## src/rtl/irq_ctrl_vec_if.sv

```systemverilog
// CPU-side bus of the vectored interrupt controller: intr/inta/eoi handshake plus
// the mask write port and the mask/pending status readback.
interface irq_ctrl_vec_if #(
  parameter int unsigned NUM_IRQ = 8,
  parameter int unsigned VEC_W   = 3
);
  logic               intr;
  logic               inta;
  logic [VEC_W-1:0]   vector;
  logic               eoi;
  logic               busy;
  logic               mask_we;
  logic [NUM_IRQ-1:0] mask_wd;
  logic [NUM_IRQ-1:0] mask;
  logic [NUM_IRQ-1:0] pend;

  modport master (
    input  intr, vector, busy, mask, pend,
    output inta, eoi, mask_we, mask_wd
  );

  modport slave (
    output intr, vector, busy, mask, pend,
    input  inta, eoi, mask_we, mask_wd
  );
endinterface

```

## src/rtl/irq_ctrl_vec.sv

```systemverilog
// Vectored interrupt controller: edge/level request latching, masking, fixed priority
// (channel 0 highest), single in-service tracking. Define IRQ_SYNC_EN for input synchronisers.
module irq_ctrl_vec #(
  parameter int unsigned        NUM_IRQ  = 8,
  parameter int unsigned        VEC_W    = 3,
  parameter logic [NUM_IRQ-1:0] MASK_RST = '0
) (
  input  logic               clk,
  input  logic               clrn,
  input  logic [NUM_IRQ-1:0] irq_in,
  input  logic [NUM_IRQ-1:0] edge_mode,
  irq_ctrl_vec_if.slave      bus
);

  localparam logic [1:0] StIdle = 2'd0;
  localparam logic [1:0] StReq  = 2'd1;
  localparam logic [1:0] StSvc  = 2'd2;

  if ((2 ** VEC_W) < NUM_IRQ) begin : g_bad_vec_w
    $error("VEC_W too narrow for NUM_IRQ");
  end

  logic [NUM_IRQ-1:0] irq_s;

`ifdef IRQ_SYNC_EN
  logic [NUM_IRQ-1:0] sync1_q, sync2_q;

  always_ff @(posedge clk or negedge clrn) begin
    if (!clrn) begin
      sync1_q <= '0;
      sync2_q <= '0;
    end else begin
      sync1_q <= irq_in;
      sync2_q <= sync1_q;
    end
  end

  assign irq_s = sync2_q;
`else
  assign irq_s = irq_in;
`endif

  logic [1:0]         state_q, state_d;
  logic [VEC_W-1:0]   vector_q, vector_d;
  logic [NUM_IRQ-1:0] prev_q, pend_q, pend_d, mask_q, mask_d;
  logic [NUM_IRQ-1:0] rise, eligible, clr;
  logic [VEC_W-1:0]   sel;
  logic               found;
  logic               ack;

  assign ack = (state_q == StReq) && bus.inta;

  always_comb begin
    rise     = irq_s & ~prev_q;
    eligible = pend_q & ~mask_q;
    sel      = '0;
    found    = 1'b0;
    clr      = '0;
    for (int i = 0; i < NUM_IRQ; i++) begin
      if (eligible[i] && !found) begin
        sel   = VEC_W'(i);
        found = 1'b1;
      end
      clr[i] = ack && edge_mode[i] && (vector_q == VEC_W'(i));
    end
    // Edge bits: a new rise beats a same-cycle acknowledge clear.
    pend_d = (edge_mode & (rise | (pend_q & ~clr))) | (~edge_mode & irq_s);
    mask_d = bus.mask_we ? bus.mask_wd : mask_q;
  end

  always_comb begin
    state_d  = state_q;
    vector_d = vector_q;
    case (state_q)
      StIdle: begin
        if (found) begin
          state_d  = StReq;
          vector_d = sel;
        end
      end
      StReq:   if (bus.inta) state_d = StSvc;
      StSvc:   if (bus.eoi) state_d = StIdle;
      default: state_d = StIdle;
    endcase
  end

  always_ff @(posedge clk or negedge clrn) begin
    if (!clrn) begin
      state_q  <= StIdle;
      vector_q <= '0;
      prev_q   <= '0;
      pend_q   <= '0;
      mask_q   <= MASK_RST;
    end else begin
      state_q  <= state_d;
      vector_q <= vector_d;
      prev_q   <= irq_s;
      pend_q   <= pend_d;
      mask_q   <= mask_d;
    end
  end

  assign bus.intr   = (state_q == StReq);
  assign bus.busy   = (state_q == StSvc);
  assign bus.vector = vector_q;
  assign bus.mask   = mask_q;
  assign bus.pend   = pend_q;

endmodule

```

## src/flat_wrapper.sv

```systemverilog
// flat-port wrapper written by rule: the top's interface ports become plain ports
module irq_ctrl_vec_flat 
#(
  parameter int unsigned        NUM_IRQ  = 8,
  parameter int unsigned        VEC_W    = 3,
  parameter logic [NUM_IRQ-1:0] MASK_RST = '0
)
  (clk, clrn, irq_in, edge_mode, bus_intr, bus_vector, bus_busy, bus_mask, bus_pend, bus_inta, bus_eoi, bus_mask_we, bus_mask_wd);
  irq_ctrl_vec_if #(.NUM_IRQ(NUM_IRQ), .VEC_W(VEC_W)) bus_i ();
  input  logic clk;
  input  logic clrn;
  input  logic [NUM_IRQ-1:0] irq_in;
  input  logic [NUM_IRQ-1:0] edge_mode;
  output wire logic [$bits(bus_i.intr)-1:0] bus_intr;
  output wire logic [$bits(bus_i.vector)-1:0] bus_vector;
  output wire logic [$bits(bus_i.busy)-1:0] bus_busy;
  output wire logic [$bits(bus_i.mask)-1:0] bus_mask;
  output wire logic [$bits(bus_i.pend)-1:0] bus_pend;
  input wire logic [$bits(bus_i.inta)-1:0] bus_inta;
  input wire logic [$bits(bus_i.eoi)-1:0] bus_eoi;
  input wire logic [$bits(bus_i.mask_we)-1:0] bus_mask_we;
  input wire logic [$bits(bus_i.mask_wd)-1:0] bus_mask_wd;
  assign bus_intr = bus_i.intr;
  assign bus_vector = bus_i.vector;
  assign bus_busy = bus_i.busy;
  assign bus_mask = bus_i.mask;
  assign bus_pend = bus_i.pend;
  assign bus_i.inta = bus_inta;
  assign bus_i.eoi = bus_eoi;
  assign bus_i.mask_we = bus_mask_we;
  assign bus_i.mask_wd = bus_mask_wd;
  irq_ctrl_vec #(.NUM_IRQ(NUM_IRQ), .VEC_W(VEC_W), .MASK_RST(MASK_RST)) u_core (.clk(clk), .clrn(clrn), .irq_in(irq_in), .edge_mode(edge_mode), .bus(bus_i));
endmodule
```

## config.mk

```make
export PLATFORM = sky130hd
export DESIGN_NAME = irq_ctrl_vec_flat
export DESIGN_NICKNAME = d
export VERILOG_FILES = /design/src/rtl/irq_ctrl_vec_if.sv /design/src/rtl/irq_ctrl_vec.sv /design/src/flat_wrapper.sv
export SDC_FILE = /design/constraint.sdc
export NUM_CORES = 1
export LEC_CHECK = 0
export ABC_AREA = 1
export CORE_MARGIN = 10
export CORE_UTILIZATION = 43
export DETAILED_ROUTE_END_ITERATION = 10
export PLACE_DENSITY = 0.9
export SYNTH_ARGS = -nofsm -noshare
export SYNTH_HDL_FRONTEND = slang
export SYNTH_SLANG_ARGS = --single-unit
```

## constraint.sdc

```tcl
create_clock -name clk -period 1.52 [get_ports clk]
set_input_delay 0.304 -clock clk [delete_from_list [all_inputs] [get_ports clk]]
set_output_delay 0.304 -clock clk [all_outputs]
set_load 0.01 [all_outputs]
```

# Word-level counts from Yosys, hierarchy flattened
# Cells that the tools add are included.
[totals] ff_bits=29 input_bits=29 out_inout_bits=21 elab_cells=82
[classes] n_eq_ne=12 n_mux=19 bitwise_logic=11 reduce_logical=35
[ops] operator="8-bit bitwise AND" count=5
[ops] operator="8-bit NOT" count=4
[ops] operator="1-bit logical AND" count=24
[ops] operator="3-bit 2-to-1 mux" count=6
[ops] operator="8-bit bitwise OR" count=2
[ops] operator="3-bit == test (second input constant)" count=4
[ops] operator="1-bit 2-to-1 mux" count=9
[ops] operator="1-bit zero test" count=7
[ops] operator="3-bit by 2-bit == test with 1-bit output (second input constant)" count=2
[ops] operator="2-bit 2-to-1 mux" count=3
[ops] operator="2-bit by 1-bit inequality test with 1-bit output (second input constant)" count=3
[ops] operator="2-bit case mux with 3 select lines" count=1
[ops] operator="3-bit by 1-bit == test with 1-bit output (second input constant)" count=1
[ops] operator="3-bit zero test" count=1
[ops] operator="3-bit AND reduction" count=1
[ops] operator="2-bit by 1-bit == test with 1-bit output (second input constant)" count=1
[ops] operator="2-bit == test (second input constant)" count=1
[ops] operator="2-bit zero test" count=1
[ops] operator="2-bit AND reduction" count=1

# Logic depth before layout (Yosys ltp)
# Gate-level depths: netlist (run 1).
[depth] ltp_word=26 mapped_depth=10 mapped_depth_nobuf=10

# Worst setup path before layout (run 1)
# OpenSTA, ideal clock, no wires.
[synth_timing] path_type="register to register" start="register u_core.pend_q[0], in the netlist u_core.bus.pend[0]" end="register u_core.state_q[0]" setup_ns=0.132 t_arrival_ns=1.032 required_time_ns=1.388 path_slack_ns=0.356 stages_incl_launch_ff=7 n_path_buf=0 period_less_slack_ns=1.164 path_cell_list="dfrtp_1 -> nand2_2 -> nand2_2 -> nor2_4 -> nand4_2 -> o21ai_2 -> o21ai_0"
[synth_via] elab_chain_cells=25
[synth_lines] item="from (decl)" line_no="irq_ctrl_vec.sv:45" text="logic [NUM_IRQ-1:0] prev_q, pend_q, pend_d, mask_q, mask_d;"
[synth_lines] item="from (signal assigned)" line_no="irq_ctrl_vec.sv:98" text="pend_q <= pend_d;"
[synth_lines] item="8-bit bitwise AND *" line_no="irq_ctrl_vec.sv:55" text="eligible = pend_q & ~mask_q;"
[synth_lines] item="1-bit 2-to-1 mux *" line_no="irq_ctrl_vec.sv:60" text="if (eligible[i] && !found) begin"
[synth_lines] item="1-bit zero test" line_no="irq_ctrl_vec.sv:60"
[synth_lines] item="1-bit logical AND" line_no="irq_ctrl_vec.sv:60"
[synth_lines] item="1-bit 2-to-1 mux *" line_no="irq_ctrl_vec.sv:60"
[synth_lines] item="1-bit zero test" line_no="irq_ctrl_vec.sv:60"
[synth_lines] item="1-bit logical AND" line_no="irq_ctrl_vec.sv:60"
[synth_lines] item="1-bit 2-to-1 mux *" line_no="irq_ctrl_vec.sv:60"
[synth_lines] item="[... 9 more ...]"
[synth_lines] item="1-bit zero test" line_no="irq_ctrl_vec.sv:60"
[synth_lines] item="1-bit logical AND" line_no="irq_ctrl_vec.sv:60"
[synth_lines] item="1-bit 2-to-1 mux *" line_no="irq_ctrl_vec.sv:60"
[synth_lines] item="1-bit zero test" line_no="irq_ctrl_vec.sv:60"
[synth_lines] item="1-bit logical AND" line_no="irq_ctrl_vec.sv:60"
[synth_lines] item="1-bit 2-to-1 mux *" line_no="irq_ctrl_vec.sv:60"
[synth_lines] item="2-bit by 1-bit inequality test with 1-bit output (no line) *"
[synth_lines] item="3-bit AND reduction (no line) *"
[synth_lines] item="to (signal assigned)" line_no="irq_ctrl_vec.sv:89" text="state_q <= StIdle;"
[synth_lines] item="to (signal assigned)" line_no="irq_ctrl_vec.sv:95" text="state_q <= state_d;"
[synth_lines] item="to (decl)" line_no="irq_ctrl_vec.sv:43" text="logic [1:0] state_q, state_d;"
# Mark *: on every way between the ends. The rest lies on a longest branch, timed or not.
# A chain may end at the register's enable or synchronous reset.

# Worst setup path in the final report (run 1)
[layout_timing] start="register u_core.state_q[0]" end="output bus_busy"
[layout_via] elab_chain_cells=1
[layout_lines] item="2-bit == test" line_no="irq_ctrl_vec.sv:104" text="assign bus.busy = (state_q == StSvc);"
[layout_lines] item="to (decl)" line_no="flat_wrapper.sv:16" text="output wire logic [$bits(bus_i.busy)-1:0] bus_busy;"
# No other way between the ends.

==> flow_summary.toml, run 1 <==
[sta]
fmax_mhz = 703
rsz0062_at_grt = "no"
fin_skew_ns = 0.00413
whs_ns = 0.348
timing.slew.headroom_pct = 69.5
fin_crit_sh_pct = 93.6
setup_viol = 0
slew_violations = 0
min_period_ns = 1.42
fin_ws_ns = 0.0973
finalSetupTns_ns = 0
tightest_slew_ns = 0.457
hold_viol_final = 0

[worst_hold_path]
holdCritPathClass = "input pin to async pin"

[yosys]
syn_nets = 188
synth.area.top_cells = "dfrtp_1, nand2_1, o21ai_0"
synth_cells = 159
syn-mean-instance-area_um2 = 8.10
syn_area_um2 = 1290
yosys_warnings = 0
netlist.area_leader.share_pct = 56.4
yosysTopAreaCell = "dfrtp_1"
ys_types = 16
ys_seq_elements = 29
seq_area_frac_synth_pct = 56.4

[pwr]
power.switching_mw = 0.778
vdd_ir_drop_max_uv = 757
power_density_nw_per_um2 = 1180
p_comb_share_pct = 33.8
p_int_mw = 1.42
power_frac_clock_pct = 22.2
seqPwrFrac_pct = 44.1
total_power_mw = 2.20
switching_share_pct = 35.3
p_leak_nw = 0.963

[global_route]
grt_max_degree = 30
grt_usage_pct = 12.7
antenna_found_initial = 0
grt.overflow.total = 0
grt_pass1_vias = 1167
grt_first_pass_wirelength_um = 5400

[critical_path]
required_ns = 1.22
arrival_ns = 1.12
worstSetupEndpointType = "primary output"
cpMaxStageDelayCell = "dfrtp_1"
startpoint_type = "flop"
worstSetupPathType = "flop to primary output"
crit_fanout = 4
worst_path_largest_cell_delay_ns = 0.42
path_cells = "nor2_1 > clkdlybuf4s15_1"

[clock_tree]
cts_sinks = 29
cts_tree = "yes"
htree_levels = 2
cts_buffer_depth = 2
clkTransAtPathRegs_ns = 0.09
cts_buffers = 5
clock_latency_ns = 0.33
clockRootBuffer = "clkbuf_4"

[floorplan]
die_h_um = 74.7
core-area_um2 = 2810
std_cell_rows = 19
dieArea_um2 = 5580
start_util_pct = 45.9
die_x_um = 74.7
ioPinCount = 50

[place]
place_ws_ns = 0.0484
postPlaceCellArea_um2 = 1820
place_hpwl_um = 2640
io_buffers = 49
dp.cells = 239
routabilityCongestion = 0.817

[detailed_routing]
drt_first_pass_iters = 4
drt-total-wl_um = 3320
vias_per_cell = 4.81
drt_iter0_drc = 41
drc_errors = 0
ant_nets = 0
vias = 1193
wl_per_cell_um = 13.4

[finish]
multiInputGateArea_um2 = 475
final_core_util_pct = 66.4
final_area_um2 = 1860
drive_gt1_share_pct = 8.76
nFillCells = 269
nNetsFinal = 246
diodes = 0
fin_cells = 248
regArea_um2 = 726
syn_to_final_growth_pct = 44.6

[status]
outcome = "finished, final reports clean"

[flow_run]
drv_cap = 0
synthesized netlist by cell type:
library cell  count
nand4_2           1
o21ai_0          17
nor2_1           14
clkbuf_1          1
nor3_1            1
or2_2             1
nand2_1          61
a41oi_1           1
nor2_4            1
inv_1            22
dfrtp_1          29
nand3b_1          1
o21ai_2           1
nand3_1           1
nand4_1           2
nand2_2           5
cells by family (layout without fill, tap and decap cells):
group / Yosys count / in the layout / synth area share (%)
DFF: 29 / 29 / 56.4
and+or+nand+nor: 88 / 88 / 29.0
buffers and inverters: 23 / 81 / 6.71
AOI/OAI and AO/OA: 19 / 19 / 7.97
flip-flops by register name, indices dropped and copies added, names as in the netlist:
signal,cells
u_core.bus.vector,3
u_core.state_q,2
u_core.bus.mask,8
u_core.prev_q,8
u_core.bus.pend,8
final cells by class:
cell class | count | area share, %
flip-flops and latches | 29 | 39.0
repair buffers | 52 | 26.0
inverters | 22 | 4.44
clock buffers | 7 | 2.96
well taps | 31 | 2.08
multi-input cells | 107 | 25.5
cell usage in the layout, fill, tap and decap left out, types with 2 or more instances in the layout:
| cell type | count |
|---|---|
| dlygate4sd2_1 | 19 |
| nand2_1 | 61 |
| nand4_1 | 2 |
| clkdlybuf4s50_1 | 28 |
| o21ai_0 | 17 |
| clkbuf_4 | 5 |
| dfrtp_1 | 29 |
| buf_4 | 3 |
| nor2_1 | 14 |
| nand2_2 | 5 |
| inv_1 | 22 |
power groups by stage:
stage / clock network [mW] / logic [mW] / registers [mW]
2_1_floorplan: 0 / 0.347 / 1.02
3_3_place_gp: 0 / 0.755 / 0.995
3_5_place_dp: 0 / 0.782 / 0.998
4_1_cts: 0.493 / 0.764 / 0.970
5_1_grt: 0.526 / 0.841 / 0.986
6_report: 0.489 / 0.743 / 0.971
path summary, 6_finish.rpt:
path / cells past startpoint / from / slack, ns / end
worst max-delay path: 2 / u_core.state_q[0] / 0.1 / bus_busy
worst min-delay path: 2 / clrn / 0.35 / u_core.bus.mask[2]
worst max register to register: 8 / u_core.bus.pend[0] / 0.25 / u_core.bus.vector[1]
worst min register to register: 3 / u_core.prev_q[1] / 0.52 / u_core.bus.pend[1]
max in group asynchronous: 2 / clrn / 0.91 / u_core.prev_q[0]
min in group clk: 1 / irq_in[7] / 0.43 / u_core.prev_q[7]
worst max-delay path: cells and delay by family (launching register included):
kind          cells  cell delay (ns)
simple gates      1             0.12
buf+inv           1             0.25
flops             1             0.42
what timing repair did:
action                                  CTS  global route
gates resized for setup                  22             2
hold buffers                              0             0
setup buffers                             2             0
endpoints found under the setup margin   21             2
metal layers:
metal  wire length, µm  track usage [%]
met5                 0                0
met4                55             5.46
met3               358             6.83
met2              1570             19.9
met1              1340             14.1
(Power assumes the default switching activity.)
==> run 2, diff against run 1 <==
- CTS_CLUSTER_SIZE: not set -> 12
- MAX_ROUTING_LAYER: not set -> met4
==> flow_summary.toml, run 2 (same netlist as run 1, synthesis figures left out) <==
[status]
outcome = "finished, final reports clean"

[sta]
fin_crit_sh_pct = 93.7
timing.slew.headroom_pct = 69.5
fmax_mhz = 702
rsz0062_at_grt = "no"
hold_viol_final = 0
min_period_ns = 1.42
finalSetupTns_ns = 0
fin_ws_ns = 0.0964
slew_violations = 0
fin_skew_ns = 0.00414
tightest_slew_ns = 0.457
setup_viol = 0

[clock_tree]
htree_levels = 2
cts_hold_buf = 0
cts_sinks = 29
clock_latency_ns = 0.33
cts_buffer_depth = 2
clockRootBuffer = "clkbuf_4"
cts_tree = "yes"
clkTransAtPathRegs_ns = 0.09
cts_buffers = 5

[critical_path]
worstSetupPathType = "flop to primary output"
worst_path_largest_cell_delay_ns = 0.42
required_ns = 1.22
path_buf_inv = 1
cp-startpoint = "u_core.state_q[0]"
cpMaxStageDelayCell = "dfrtp_1"
cp-endpoint = "bus_busy"
rr_worst_depth = 8
rrSetupSlack_ns = 0.25
cp_top_family = "flip-flops"
crit_fanout = 4
r2r-start = "u_core.bus.pend[0]"
startpoint_type = "flop"
path_cells = "nor2_1 > clkdlybuf4s15_1"
crit_cells = 2
timing.rr.end = "u_core.bus.vector[1]"
worstSetupEndpointType = "primary output"
arrival_ns = 1.12

[pwr]
power_density_nw_per_um2 = 1180
total_power_mw = 2.21
p_comb_share_pct = 33.7
seqPwrFrac_pct = 44.1
p_leak_nw = 0.963
power_frac_clock_pct = 22.2
switching_share_pct = 35.4
power.switching_mw = 0.781
p_int_mw = 1.42
vdd_ir_drop_max_uv = 757

[floorplan]
start_util_pct = 45.9
die_x_um = 74.7
dieArea_um2 = 5580
core-area_um2 = 2810
ioPinCount = 50
die_h_um = 74.7
std_cell_rows = 19

[place]
place_ws_ns = 0.0484
io_buffers = 49
place_hpwl_um = 2640
routabilityCongestion = 0.829

[flow_run]
drv_cap = 0

[global_route]
grt_first_pass_wirelength_um = 5400
grt.overflow.total = 0
antenna_found_initial = 0
grt_pass1_vias = 1167
grt_usage_pct = 13.1
grt_max_degree = 30

[detailed_routing]
vias = 1188
drc_errors = 0
wl_per_cell_um = 13.4
vias_per_cell = 4.79
drt_first_pass_iters = 4
drt-total-wl_um = 3320
drt_iter0_drc = 41
ant_nets = 0

[finish]
syn_to_final_growth_pct = 44.6
final_common_cell = "nand2_1"
drive_gt1_share_pct = 8.76
nNetsFinal = 246
diodes = 0
final_cell_mix = "nand2_1, dfrtp_1, clkdlybuf4s50_1"

[worst_hold_path]
holdCritPathClass = "input pin to async pin"
==> run 2: cell counts in the layout (fill, tap and decap cells not counted) <==
Identical to the previous run, type by type.
==> run 2: metrics by stage <==
stage / util, % / cells / cell area [µm²] / hold WS, ns
2_1_floorplan: - / 159 / 1290 / 0.00841
3_3_place_gp: 64.9 / 239 / 1820 / 0.496
6_report: 66.4 / 248 / 1860 / 0.349
3_5_place_dp: 64.9 / 239 / 1820 / 0.505
5_1_grt: 66.4 / 248 / 1860 / 0.381
4_1_cts: 66.5 / 248 / 1870 / 0.353
==> run 2: layer usage <==
layer  global-route usage, %  share of wire, %  vias to the layer above
met5                       -                 0                        -
met1                    14.8                42                      529
met3                    5.65               8.7                        6
met2                    19.9                47                       38
met4                    5.46               1.7                        0
li1                        -                 -                      615
==> run 2: worst register-to-register path: cells and delay by family (launching register included) <==
| family | cells | cell delay, ns |
|---|---|---|
| flops | 1 | 0.42 |
| simple gates | 8 | 0.74 |
==> run 2: final cells by class <==
class	count	area, µm²
multi-input combinational	107	475
sequential	29	726
inverter	22	82.6
timing repair buffer	52	484
tap	31	38.8
fill	269	943
clock buffer	7	55.1
==> run 2: what timing repair did <==
action,4_1_cts,5_1_grt
setup endpoints to repair,21,2
endpoints found under the hold margin,0,0
resized for setup,22,2
buffers inserted,2,0
==> run 2: worst min-delay path by stage <==
| stage | from | endpoint | cells after the start |
|---|---|---|---|
| 2_1_floorplan | clrn | u_core.bus.mask[0] | 0 |
| 4_1_cts | clrn | u_core.bus.mask[2] | 2 |
| 3_3_place_gp | u_core.prev_q[1] | u_core.bus.pend[1] | 3 |
| 5_1_grt | clrn | u_core.bus.mask[4] | 2 |
| 3_5_place_dp | u_core.prev_q[1] | u_core.bus.pend[1] | 3 |
| 6_report | clrn | u_core.bus.mask[2] | 2 |
==> run 2: power by group through the flow <==
stage | clock, mW | sequential [mW] | combinational [mW]
floorplan | 0 | 1.02 | 0.347
global placement | 0 | 0.995 | 0.755
detailed placement | 0 | 0.998 | 0.782
CTS | 0.493 | 0.970 | 0.764
global route | 0.526 | 0.986 | 0.840
finish | 0.489 | 0.972 | 0.744
==> run 3, diff against run 2 <==
- SKIP_LAST_GASP: not set -> 1
==> results of run 3 <==
No change in the layout: final DEF, timing and power equal those of run 2.
Main changes from that run: number of gates resized after CTS 22 -> 21
